[config.mk]
export PLATFORM = sky130hd
export DESIGN_NAME = button_event_arbiter_flat
export DESIGN_NICKNAME = d
export VERILOG_FILES = /design/src/rtl/button_event_arbiter_if.sv /design/src/rtl/button_event_arbiter.sv /design/src/flat_wrapper.sv
export SDC_FILE = /design/constraint.sdc
export NUM_CORES = 1
export LEC_CHECK = 0
export ABC_AREA = 1
export ABC_CLOCK_PERIOD_IN_PS = 1400
export BUFFER_PORTS_ARGS = -buffer_cell sky130_fd_sc_hd__buf_2
export CORE_MARGIN = 3
export CORE_UTILIZATION = 47
export CTS_CLUSTER_DIAMETER = 40
export DETAILED_ROUTE_END_ITERATION = 10
export PLACE_DENSITY = 0.75
export SLEW_MARGIN = 15
export SYNTH_ARGS = -nofsm -noshare
export SYNTH_HDL_FRONTEND = slang
export SYNTH_SLANG_ARGS = --single-unit
[constraint.sdc]
create_clock -name clk -period 1.4 [get_ports clk]
set_input_delay 0.14 -clock clk [delete_from_list [all_inputs] [get_ports clk]]
set_output_delay 0.14 -clock clk [all_outputs]
set_load 0.02 [all_outputs]
[src/rtl/button_event_arbiter_if.sv]
// Valid/ready command channel between the button arbiter (master) and its consumer (slave).
interface button_event_arbiter_if #(
  parameter int unsigned IDX_W = 2
);
  logic             cmd_valid;
  logic             cmd_ready;
  logic [IDX_W-1:0] cmd_id;

  modport master (
    output cmd_valid,
    output cmd_id,
    input  cmd_ready
  );

  modport slave (
    input  cmd_valid,
    input  cmd_id,
    output cmd_ready
  );
endinterface

[src/rtl/button_event_arbiter.sv]
// Queues one pending event per push-button and offers them round-robin, one at a time,
// to a single consumer; sticky per-button flags record presses lost while already pending.
module button_event_arbiter #(
  parameter int unsigned N_BTN = 4,
  parameter int unsigned IDX_W = 2
) (
  input  logic                          clk,
  input  logic                          rst,
  input  logic [N_BTN-1:0]              btn_pulse,
  input  logic                          busy,
  input  logic                          clr_overflow,
  output logic [N_BTN-1:0]              overflow,
  button_event_arbiter_if.master        cmd_if
);

  typedef enum logic {StIdle, StOffer} state_e;

  state_e           state_q, state_d;
  logic [N_BTN-1:0] pending_q, pending_d;
  logic [N_BTN-1:0] overflow_q, overflow_d;
  logic             cmd_valid_q, cmd_valid_d;
  logic [IDX_W-1:0] cmd_id_q, cmd_id_d;
  logic [IDX_W-1:0] last_grant_q, last_grant_d;

  logic             handshake;
  logic [N_BTN-1:0] grant_clr;
  logic [N_BTN-1:0] ovf_set;
  logic             pick_found;
  logic [IDX_W-1:0] pick_idx;

  assign handshake = cmd_valid_q & cmd_if.cmd_ready;

  always_comb begin
    for (int unsigned i = 0; i < N_BTN; i++) begin
      grant_clr[i] = handshake && (cmd_id_q == IDX_W'(i));
    end
  end

  // A new press beats a same-cycle grant clear and is not counted as lost.
  always_comb begin
    ovf_set    = btn_pulse & pending_q & ~grant_clr;
    pending_d  = btn_pulse | (pending_q & ~grant_clr);
    overflow_d = ovf_set | (clr_overflow ? '0 : overflow_q);
  end

  // Round-robin search starting just after the last granted index, wrapping modulo N_BTN.
  always_comb begin
    int unsigned cand;
    pick_found = 1'b0;
    pick_idx   = '0;
    cand       = 0;
    for (int unsigned k = 1; k <= N_BTN; k++) begin
      cand = 32'(last_grant_q) + k;
      if (cand >= N_BTN) begin
        cand = cand - N_BTN;
      end
      if (!pick_found && (|(pending_q & (N_BTN'(1) << cand)))) begin
        pick_found = 1'b1;
        pick_idx   = IDX_W'(cand);
      end
    end
  end

  always_comb begin
    state_d      = state_q;
    cmd_valid_d  = cmd_valid_q;
    cmd_id_d     = cmd_id_q;
    last_grant_d = last_grant_q;
    unique case (state_q)
      StIdle: begin
        if (!busy && pick_found) begin
          cmd_id_d    = pick_idx;
          cmd_valid_d = 1'b1;
          state_d     = StOffer;
        end else begin
          cmd_valid_d = 1'b0;
        end
      end
      StOffer: begin
        // busy is deliberately ignored here: an offer once made is never withdrawn.
        if (cmd_if.cmd_ready) begin
          cmd_valid_d  = 1'b0;
          last_grant_d = cmd_id_q;
          state_d      = StIdle;
        end
      end
    endcase
  end

  always_ff @(posedge clk) begin
    if (!rst) begin
      state_q      <= StIdle;
      pending_q    <= '0;
      overflow_q   <= '0;
      cmd_valid_q  <= 1'b0;
      cmd_id_q     <= '0;
      last_grant_q <= IDX_W'(N_BTN - 1);
    end else begin
      state_q      <= state_d;
      pending_q    <= pending_d;
      overflow_q   <= overflow_d;
      cmd_valid_q  <= cmd_valid_d;
      cmd_id_q     <= cmd_id_d;
      last_grant_q <= last_grant_d;
    end
  end

  assign cmd_if.cmd_valid = cmd_valid_q;
  assign cmd_if.cmd_id    = cmd_id_q;
  assign overflow         = overflow_q;

endmodule

[src/flat_wrapper.sv]
// flat-port wrapper written by rule: the top's interface ports become plain ports
module button_event_arbiter_flat 
#(
  parameter int unsigned N_BTN = 4,
  parameter int unsigned IDX_W = 2
)
  (clk, rst, btn_pulse, busy, clr_overflow, overflow, cmd_if_cmd_valid, cmd_if_cmd_id, cmd_if_cmd_ready);
  button_event_arbiter_if #(.IDX_W(IDX_W)) cmd_if_i ();
  input  logic clk;
  input  logic rst;
  input  logic [N_BTN-1:0] btn_pulse;
  input  logic busy;
  input  logic clr_overflow;
  output logic [N_BTN-1:0] overflow;
  output wire logic [$bits(cmd_if_i.cmd_valid)-1:0] cmd_if_cmd_valid;
  output wire logic [$bits(cmd_if_i.cmd_id)-1:0] cmd_if_cmd_id;
  input wire logic [$bits(cmd_if_i.cmd_ready)-1:0] cmd_if_cmd_ready;
  assign cmd_if_cmd_valid = cmd_if_i.cmd_valid;
  assign cmd_if_cmd_id = cmd_if_i.cmd_id;
  assign cmd_if_i.cmd_ready = cmd_if_cmd_ready;
  button_event_arbiter #(.N_BTN(N_BTN), .IDX_W(IDX_W)) u_core (.clk(clk), .rst(rst), .btn_pulse(btn_pulse), .busy(busy), .clr_overflow(clr_overflow), .overflow(overflow), .cmd_if(cmd_if_i));
endmodule
==> results of run 1 <==
## cells by family (layout without fill, tap and decap cells)
group	Yosys count	count (layout)	share of synthesized area [%]
AOI/OAI and AO/OA	19	19	15.5
adders and majority gates	4	4	6.18
buffers and inverters	16	45	7.42
DFF	14	14	34.6
and+or+nand+nor	64	64	36.3
## cells in the mapped netlist
cell	n	area (sq um)
a21oi_2	1	8.76
ha_1	4	50.1
a21oi_1	11	55.1
o21ai_2	1	8.76
nand3_1	10	50.1
o21bai_4	1	18.8
nor2_4	1	11.3
or2_2	1	6.26
nor2_1	8	30.0
nand2_1	36	135
nand4_1	1	6.26
nor2_2	2	12.5
clkbuf_1	1	3.75
nand3_4	1	17.5
dfxtp_1	14	280
inv_2	1	3.75
nand2_2	4	25.0
a31oi_1	1	6.26
inv_1	14	52.6
o211ai_1	3	22.5
o21ai_0	1	5.00
## flip-flops by register name (all words and copies together) (netlist names)
name	count
u_core.overflow	4
u_core.state_q	1
u_core.cmd_if.cmd_id	2
u_core.cmd_if.cmd_valid	1
u_core.last_grant_q	2
u_core.pending_q	4
## metrics by stage
| stage | area [sq um] | cells |
|---|---|---|
| after floorplan | 865 | 117 |
| after global placement | 986 | 151 |
| after detailed placement | 986 | 151 |
| after CTS | 1080 | 160 |
| after global routing | 1110 | 162 |
| final | 1110 | 162 |
## what timing repair did
action                     in CTS  in global routing
buffers inserted                5                  2
resized for setup               7                  3
setup endpoints to repair       4                  4
pin swaps                      10                  1
hold buffers                    0                  0
## worst max path at each step
stage,startpoint,end,cells after the start
final,u_core.last_grant_q[0]$_SDFFE_PN1P_,u_core.state_q$_SDFF_PN0_,10
after global placement,u_core.last_grant_q[0]$_SDFFE_PN1P_,u_core.cmd_if.cmd_id[0]$_SDFFE_PN0P_,10
after global routing,u_core.last_grant_q[0]$_SDFFE_PN1P_,u_core.cmd_if.cmd_id[1]$_SDFFE_PN0P_,11
after detailed placement,u_core.last_grant_q[0]$_SDFFE_PN1P_,u_core.cmd_if.cmd_id[0]$_SDFFE_PN0P_,10
after CTS,u_core.last_grant_q[0]$_SDFFE_PN1P_,u_core.cmd_if.cmd_id[0]$_SDFFE_PN0P_,10
after floorplan,u_core.last_grant_q[0]$_SDFFE_PN1P_,u_core.cmd_if.cmd_id[0]$_SDFFE_PN0P_,10
## area by class of cell
cell class	count	area, sq um
clock buffer	4	36.3
fill	141	452
inverter	15	63.8
multi-input combinational	87	538
sequential	14	288
tap	16	20.0
timing repair buffer	26	161
## critical path, stage by stage, from the launching register on
cell      delay (ns)
dfxtp_4         0.41
inv_6           0.05
ha_4            0.16
nand2_2         0.06
nand2_2         0.06
nor2_4          0.17
nand3_4         0.10
o21bai_4        0.15
buf_4           0.13
buf_6           0.08
a21oi_1         0.05
## power by group through the flow
stage	clock network [W]	registers, W	logic, W
finish	0.000296	0.000471	0.000332
CTS	0.000298	0.000470	0.000316
global route	0.000315	0.000477	0.000369
global placement	0	0.000477	0.000269
detailed placement	0	0.000478	0.000275
floorplan	0	0.000489	0.000180
## routing by layer
metal,routed length (um),up-vias,share of wire [%],track usage (%)
li1,-,434,-,-
met1,838,367,43,24.3
met2,1010,15,52,36.4
met3,61,5,3.1,3.38
met4,42,0,2.1,9.94
met5,0,-,0,0
==> metrics.txt, run 1 <==
R2R setup slack -0.14 ns; fin util 71.0%; unrepaired setup endpoints after global routing yes; LEAKAGE 0.533 nW; RD Place Congestion 0.856; Crit Path Category reg2reg; synthesized area 810 sq um; syn avg cell area 6.92 sq um; Slew HR 75.6%; drt pass-1 iters 4; Worst Hold Class in2reg; Power Internal 0.000739 W; Peak VDD IR 0.704 mV; Sw Ratio 32.8%; Hold WS 0.0698 ns; clk sinks 14; P&R area growth vs syn 36.8%; Worst R2R End u_core.state_q$_SDFF_PN0_; final setup vio count 4; Synth cell types 21; failing checks negative setup slack; share of layout cells above drive strength 1 39.7%; Worst-Margin Slew 0.365 ns; routed vias/inst 5.07; clock slew at reported path FFs 0.09 ns; largest net degree at the start of global routing 12; CTS buffer count 3; die area 0.00226 sq mm; Final WS setup -0.144 ns; sw power 0.000361 W; CP required 1.57 ns; Slew Limit Fails 0; post-route ant nets 0; Die Y 47.5 um; initial antenna violation count 0; total grt overflow 0; initial cell density of the core 51.9%; most common cell after layout, fill and taps aside nand2_1; IO Port Bufs 15; Core ar. 0.00156 sq mm; Tot GR Track Use 20.8%; Mapped Cells 117; outcome complete, but fails checks; CTS tree yes; Clk pwr share 27.0%; Core Rows 14; drt total wl 1960 um; setup_tns -0.518 ns; diodes inserted 0; Final Power 0.00110 W; post-layout min period 1.54 ns; Root Driver clkbuf_4; Final #Nets 160; startpoint types register; Fin Clk Skew 0.00555 ns; min-delay src btn_pulse[0]; first-pass GRT wire length 3210 um; DRC violations left 0; WL per Instance 12.1 um; maximum clock frequency 648 MHz; most frequent cells in the layout 30 x nand2_1, 15 x buf_2, 12 x inv_1, 12 x dfxtp_1; register area share after synthesis 34.6%; Max-cap violations 0; 1st-iter DRT viols 14; DP HPWL 1460 um; CTS max path bufs 2; vias in the first global route 752; Flop pwr share 42.8%; Die Wd 47.5 um; vias 821; WHS Endpoint u_core.pending_q[0]$_SDFF_PN0_; hold-critical path depth 3; Period Utilization, post-route 110%; Reg2Reg Depth 10; #FFs+latches synth 14; clock latency on the worst-skew pair 0.29 ns; Ports 16; Comb pwr share 30.2%; CP endpoint kind register; R2R Path Start u_core.last_grant_q[0]$_SDFFE_PN1P_; syn_nets 130; Hold Vio Cnt, Final 0; synth warn 0; Setup WS pre-CTS -0.164 ns; peak fanout along the critical path 4; CP arrival 1.72 ns; # H-tree levels 1; pwr/cell area 993 mW/mm^2
Power figures use the tool's default switching activity.
==> inputs of run 2 (changes only) <==
- REMOVE_ABC_BUFFERS: unset -> 1
==> run 2 against run 1 <==
The run still ends with negative setup slack left. Register-to-register slack improved by 0.02 ns. Critical path depth unchanged. Total power decreased by 4.9%. Worst hold slack improved by 0.0081 ns. Worst setup slack improved by 0.016 ns. Via count increased by 0.37%. Clock-buffer cell count unchanged. Design area decreased by 4.7%. Largest cell class unchanged. Highest routed layer unchanged.
==> metrics.txt, run 2 (synthesized netlist as in run 1, its figures left out) <==
outcome complete, but fails checks (unchanged); failing checks negative setup slack (unchanged); RD Place Congestion 0.770 (was 0.856); DP HPWL 1330 um (was 1460 um); P&R area growth vs syn 30.3% (was 36.8%); # H-tree levels 1 (unchanged); Crit path largest cell delay 0.41 ns (about the same); routed vias/inst 5.32 (was 5.07); IO Port Bufs 15 (unchanged); Sw Ratio 32.4% (was 32.8%); clock latency on the worst-skew pair 0.28 ns (was 0.29 ns); CP delay by family, top simple AND/OR/NAND/NOR gates (was flip-flops); CP required 1.58 ns (was 1.57 ns); Layout Cells excl Fill 155 (was 162); unrepaired setup endpoints after global routing yes (unchanged); first-pass GRT wire length 2970 um (was 3210 um); 1st-iter DRT viols 11 (was 14); placed cells 150 (was 151); CP arrival 1.71 ns (was 1.72 ns); GR peak layer met2 (unchanged); clk sinks 14 (unchanged); Reg2Reg Depth 10 (unchanged); final setup vio count 4 (unchanged); WP buf/inv 2 (was 3); WL per Instance 12.1 um (about the same); Tot GR Track Use 18.8% (was 20.8%); Hold Vio Cnt, Final 0 (unchanged); Power Internal 0.000707 W (was 0.000739 W); Worst Hold Class in2reg (unchanged); Worst Setup EP u_core.cmd_if.cmd_id[0]$_SDFFE_PN0P_ (was u_core.state_q$_SDFF_PN0_); Fin Clk Skew 0.00521 ns (was 0.00555 ns); Worst R2R End u_core.cmd_if.cmd_id[0]$_SDFFE_PN0P_ (was u_core.state_q$_SDFF_PN0_); met2 usage 32.1% (was 36.4%); CP cell instances inv_6 > ha_4 > nand2_1 > nand2_1 > nor2_4 > nand3_4 > o21bai_4 > inv_2 > o21ai_2 > nor2_1 (was inv_6 > ha_4 > nand2_2 > nand2_2 > nor2_4 > nand3_4 > o21bai_4 > buf_4 > buf_6 > a21oi_1); Die Wd 47.5 um (unchanged); placed instance area 923 sq um (was 986 sq um); GR Layer Usage met3 4.89% (was 3.38%); largest net degree at the start of global routing 12 (unchanged); die area 0.00226 sq mm (unchanged); Core ar. 0.00156 sq mm (unchanged); most frequent cells in the layout 31 x nand2_1, 15 x buf_2, 12 x inv_1, 12 x dfxtp_1, 11 x a21oi_1 (was 30 x nand2_1, 15 x buf_2, 12 x inv_1, 12 x dfxtp_1); Clk pwr share 27.1% (was 27.0%); CP Depth 10 (unchanged); post-route ant nets 0 (unchanged); share of layout cells above drive strength 1 35.3% (was 39.7%); Crit Path Category reg2reg (unchanged); diodes inserted 0 (unchanged); CTS tree yes (unchanged); initial antenna violation count 0 (unchanged); fin util 67.7% (was 71.0%); drt total wl 1870 um (was 1960 um); maximum clock frequency 654 MHz (was 648 MHz); Final #Nets 153 (was 160); Slowest cell on crit path dfxtp_4 (unchanged); Worst-Margin Slew 0.343 ns (was 0.365 ns); R2R Path Start u_core.last_grant_q[1]$_SDFFE_PN1P_ (was u_core.last_grant_q[0]$_SDFFE_PN1P_); Final WS setup -0.128 ns (was -0.144 ns); total grt overflow 0 (unchanged); Flop pwr share 45.2% (was 42.8%); Period Utilization, post-route 109% (was 110%); sw power 0.000338 W (was 0.000361 W); Comb pwr share 27.7% (was 30.2%); CP endpoint kind register (unchanged); setup_tns -0.306 ns (was -0.518 ns); crit path from u_core.last_grant_q[1]$_SDFFE_PN1P_ (was u_core.last_grant_q[0]$_SDFFE_PN1P_); Slew HR 77.1% (was 75.6%); Hold-fix buffers, CTS 0 (unchanged); LEAKAGE 0.510 nW (was 0.533 nW); DRC violations left 0 (unchanged); vias in the first global route 755 (was 752); post-layout min period 1.53 ns (was 1.54 ns); most common cell after layout, fill and taps aside nand2_1 (unchanged); clock slew at reported path FFs 0.08 ns (was 0.09 ns); initial cell density of the core 51.9% (unchanged); CTS max path bufs 2 (unchanged); R2R setup slack -0.13 ns (was -0.14 ns); CTS buffer count 3 (unchanged); CP dominant cell by count nand2_1 (was nand2_2); pwr/cell area 992 mW/mm^2 (was 993 mW/mm^2); vias 824 (was 821); peak fanout along the critical path 5 (was 4); Peak VDD IR 0.678 mV (was 0.704 mV); Design Area, Final 0.00105 sq mm (was 0.00111 sq mm); Ports 16 (unchanged); Max-cap violations 0 (unchanged); startpoint types register (unchanged); drt pass-1 iters 4 (unchanged); Core Rows 14 (unchanged); Root Driver clkbuf_4 (unchanged); Die Y 47.5 um (unchanged); routing usage on met1 21.3% (was 24.3%); Slew Limit Fails 0 (unchanged)
==> run 2: worst register-to-register path, stage by stage (launching register included) <==
cell	delay (ns)
dfxtp_4	0.41
inv_6	0.06
ha_4	0.17
nand2_1	0.08
nand2_1	0.10
nor2_4	0.13
nand3_4	0.09
o21bai_4	0.18
inv_2	0.06
o21ai_2	0.11
nor2_1	0.04
==> run 2: metrics by stage <==
step	hold WS, ns	power [W]	setup WS [ns]
after floorplan	0.239	0.000655	-0.128
after global placement	0.360	0.000724	-0.208
after detailed placement	0.369	0.000729	-0.259
after CTS	0.0787	0.00104	-0.126
after global routing	0.0899	0.00111	-0.214
final	0.0779	0.00105	-0.128
==> run 2: layout make-up <==
type	instances	area, sq um
clock buffer	4	36.3
fill	133	504
multi-input combinational	87	542
sequential	14	288
tap	16	20.0
inverter	15	63.8
timing repair buffer	19	105
==> run 2: repair_timing <==
action | in CTS | in global routing
buffers inserted | 1 | 0
cloned | 0 | 0
endpoints found under the setup margin | 4 | 4
endpoints found under the hold margin | 0 | 0
gates resized for setup | 22 | 4
pin swaps | 9 | 5
==> run 2: worst min path at each step <==
stage	start	endpoint	cells past startpoint	slack [ns]
2_1_floorplan	rst	u_core.last_grant_q[0]$_SDFFE_PN1P_	1	0.24
3_3_place_gp	btn_pulse[0]	u_core.pending_q[0]$_SDFF_PN0_	3	0.36
3_5_place_dp	btn_pulse[2]	u_core.pending_q[2]$_SDFF_PN0_	3	0.37
4_1_cts	btn_pulse[2]	u_core.pending_q[2]$_SDFF_PN0_	3	0.08
5_1_grt	btn_pulse[3]	u_core.pending_q[3]$_SDFF_PN0_	3	0.09
6_report	btn_pulse[2]	u_core.pending_q[2]$_SDFF_PN0_	3	0.08
==> run 2: layer usage <==
layer  up-vias  part of all wire [%]
met3         7                   4.2
met2        17                    53
met1       380                    41
met4         0                   2.0
met5         -                     0
li1        420                     -
==> run 2: power by group through the flow <==
stage               clock, W  combinational (W)  sequential (W)
global placement           0           0.000251        0.000473
CTS                 0.000292           0.000283        0.000469
finish              0.000284           0.000290        0.000472
detailed placement         0           0.000256        0.000473
global route        0.000309           0.000322        0.000478
floorplan                  0           0.000169        0.000486
==> inputs of run 3 (changes only) <==
- CORE_UTILIZATION: 47 -> 45
- PLACE_DENSITY: 0.75 -> 0.73
==> run 3 against run 2 <==
The run still ends with negative setup slack left. Sequential cell count is the same. Largest cell class unchanged. Non-clock buffer count grew 1. Utilization shrank 1.2 points. Clock power is essentially flat. Sequential power shrank 0.8%. Wire length shrank 6.5%. Total power shrank 0.29%. Critical path type unchanged.
==> metrics.txt, run 3 (synthesized netlist as in run 1, its figures left out) <==
outcome complete, but fails checks (unchanged); failing checks negative setup slack (unchanged); Core ar. 0.00159 sq mm (was 0.00156 sq mm); P&R area growth vs syn 30.9% (was 30.3%); Power Internal 0.000709 W (was 0.000707 W); most frequent cells in the layout 31 x nand2_1, 15 x buf_2, 12 x inv_1, 12 x dfxtp_1, 11 x a21oi_1 (unchanged); Die Wd 48.4 um (was 47.5 um); Max-cap violations 0 (unchanged); Highest Signal Layer met4 (unchanged); Ports 16 (unchanged); Met1 Routed Length 785 um (was 770 um); clock latency on the worst-skew pair 0.27 ns (was 0.28 ns); Flop pwr share 44.9% (was 45.2%); Final #Nets 154 (was 153); final setup vio count 3 (was 4); drt pass-1 iters 4 (unchanged); first-pass GRT wire length 3130 um (was 2970 um); routed vias/inst 4.93 (was 5.32); initial antenna violation count 0 (unchanged); Period Utilization, post-route 108% (was 109%); Hold Vio Cnt, Final 0 (unchanged); WHS Endpoint u_core.pending_q[0]$_SDFF_PN0_ (was u_core.pending_q[2]$_SDFF_PN0_); Worst-Margin Slew 0.336 ns (was 0.343 ns); vias in the first global route 772 (was 755); Comb pwr share 27.9% (was 27.7%); pwr/cell area 984 mW/mm^2 (was 992 mW/mm^2); Final Power 0.00104 W (was 0.00105 W); CTS max path bufs 2 (unchanged); Clk pwr share 27.2% (was 27.1%); LEAKAGE 0.506 nW (was 0.510 nW); Tot GR Track Use 16.3% (was 18.8%); Slew Limit Fails 0 (unchanged); 1st-iter DRT viols 10 (was 11); drt total wl 1750 um (was 1870 um); most common cell after layout, fill and taps aside nand2_1 (unchanged); crit path from u_core.last_grant_q[1]$_SDFFE_PN1P_ (unchanged); Root Driver clkbuf_4 (unchanged); Hold WS 0.0815 ns (was 0.0779 ns); peak fanout along the critical path 5 (unchanged); sw power 0.000334 W (was 0.000338 W); Hold-fix buffers, CTS 0 (unchanged); RD Place Congestion 0.848 (was 0.770); Setup WS pre-CTS -0.245 ns (was -0.259 ns); Die Y 48.4 um (was 47.5 um); clk sinks 14 (unchanged); min-delay src btn_pulse[0] (was btn_pulse[2]); WL per Instance 10.7 um (was 12.1 um); Worst Hold Class in2reg (unchanged); Peak VDD IR 0.700 mV (was 0.678 mV); post-layout min period 1.51 ns (was 1.53 ns); Reg2Reg Depth 10 (unchanged); maximum clock frequency 663 MHz (was 654 MHz); CP endpoint kind register (unchanged); DRC violations left 0 (unchanged); CTS tree yes (unchanged); CTS buffer count 3 (unchanged); Crit Path Category reg2reg (unchanged); clock slew at reported path FFs 0.09 ns (was 0.08 ns); Fin Clk Skew 0.00729 ns (was 0.00521 ns); unrepaired setup endpoints after global routing yes (unchanged); DP HPWL 1330 um (about the same); length of routed met3 wiring 58 um (was 78 um); IO Port Bufs 15 (unchanged); Worst R2R End u_core.cmd_if.cmd_id[0]$_SDFFE_PN0P_ (unchanged); die area 0.00234 sq mm (was 0.00226 sq mm); diodes inserted 0 (unchanged); Final WS setup -0.107 ns (was -0.128 ns); startpoint types register (unchanged); vias 809 (was 824); CP required 1.56 ns (was 1.58 ns); hold-critical path depth 3 (unchanged); CP arrival 1.67 ns (was 1.71 ns); R2R Path Start u_core.last_grant_q[1]$_SDFFE_PN1P_ (unchanged); share of layout cells above drive strength 1 35.7% (was 35.3%); Layout fillers 143 (was 133); # H-tree levels 1 (unchanged); post-route ant nets 0 (unchanged); R2R setup slack -0.11 ns (was -0.13 ns); Slew HR 77.6% (was 77.1%); met2 WL 873 um (was 986 um); Sw Ratio 32.0% (was 32.4%); fin util 66.5% (was 67.7%); total grt overflow 0 (unchanged); initial cell density of the core 50.8% (was 51.9%); largest net degree at the start of global routing 12 (unchanged); Core Rows 14 (unchanged)
[run 3: power groups by stage]
stage	Clock [W]	Sequential (W)	Combinational (W)
after CTS	0.000288	0.000468	0.000289
final	0.000283	0.000468	0.000291
after global placement	0	0.000471	0.000258
after floorplan	0	0.000486	0.000169
after global routing	0.000319	0.000475	0.000325
after detailed placement	0	0.000473	0.000261
[run 3: worst max-delay path by stage]
stage / endpoint / slack [ns] / cells after the start
global placement: u_core.cmd_if.cmd_id[0]$_SDFFE_PN0P_ / -0.21 / 10
finish: u_core.cmd_if.cmd_id[0]$_SDFFE_PN0P_ / -0.11 / 10
CTS: u_core.cmd_if.cmd_id[0]$_SDFFE_PN0P_ / -0.12 / 10
detailed placement: u_core.cmd_if.cmd_id[0]$_SDFFE_PN0P_ / -0.25 / 10
global route: u_core.cmd_if.cmd_id[0]$_SDFFE_PN0P_ / -0.21 / 9
floorplan: u_core.cmd_if.cmd_id[0]$_SDFFE_PN0P_ / -0.13 / 10
[run 3: cell type report]
type                    instances  area (sq um)  area share (%)
multi-input cells              87           532            50.2
repair buffers                 20           113            10.6
well taps                      24          30.0            2.83
flip-flops and latches         14           288            27.2
inverters                      15          61.3            5.79
clock buffers                   4          36.3            3.42
[run 3: stage by stage]
step | std cells | area (sq um) | TNS [ns]
final | 164 | 1060 | -0.211
after detailed placement | 159 | 941 | -0.791
after CTS | 164 | 1060 | -0.282
after global routing | 164 | 1060 | -0.589
after floorplan | 116 | 806 | -0.307
after global placement | 159 | 941 | -0.650
[run 3: what timing repair did]
action	CTS	global route
endpoints found under the setup margin	4	4
hold endpoints to repair	0	0
resized for setup	22	0
buffers inserted	1	0
pin swaps	8	1
[run 3: critical path, stage by stage, from the launching register on]
cell      delay [ns]
dfxtp_4         0.39
inv_4           0.06
ha_4            0.17
nand2_2         0.07
nand2_2         0.07
nor2_4          0.17
nand3_4         0.10
o21bai_4        0.18
inv_2           0.06
o21ai_2         0.10
nor2_1          0.05
[run 3: layer usage]
layer  vias to the layer above  track usage [%]
met5                         -                0
met4                         0             6.64
met3                         6             3.99
met2                        13             29.4
met1                       366             18.1
li1                        424                -
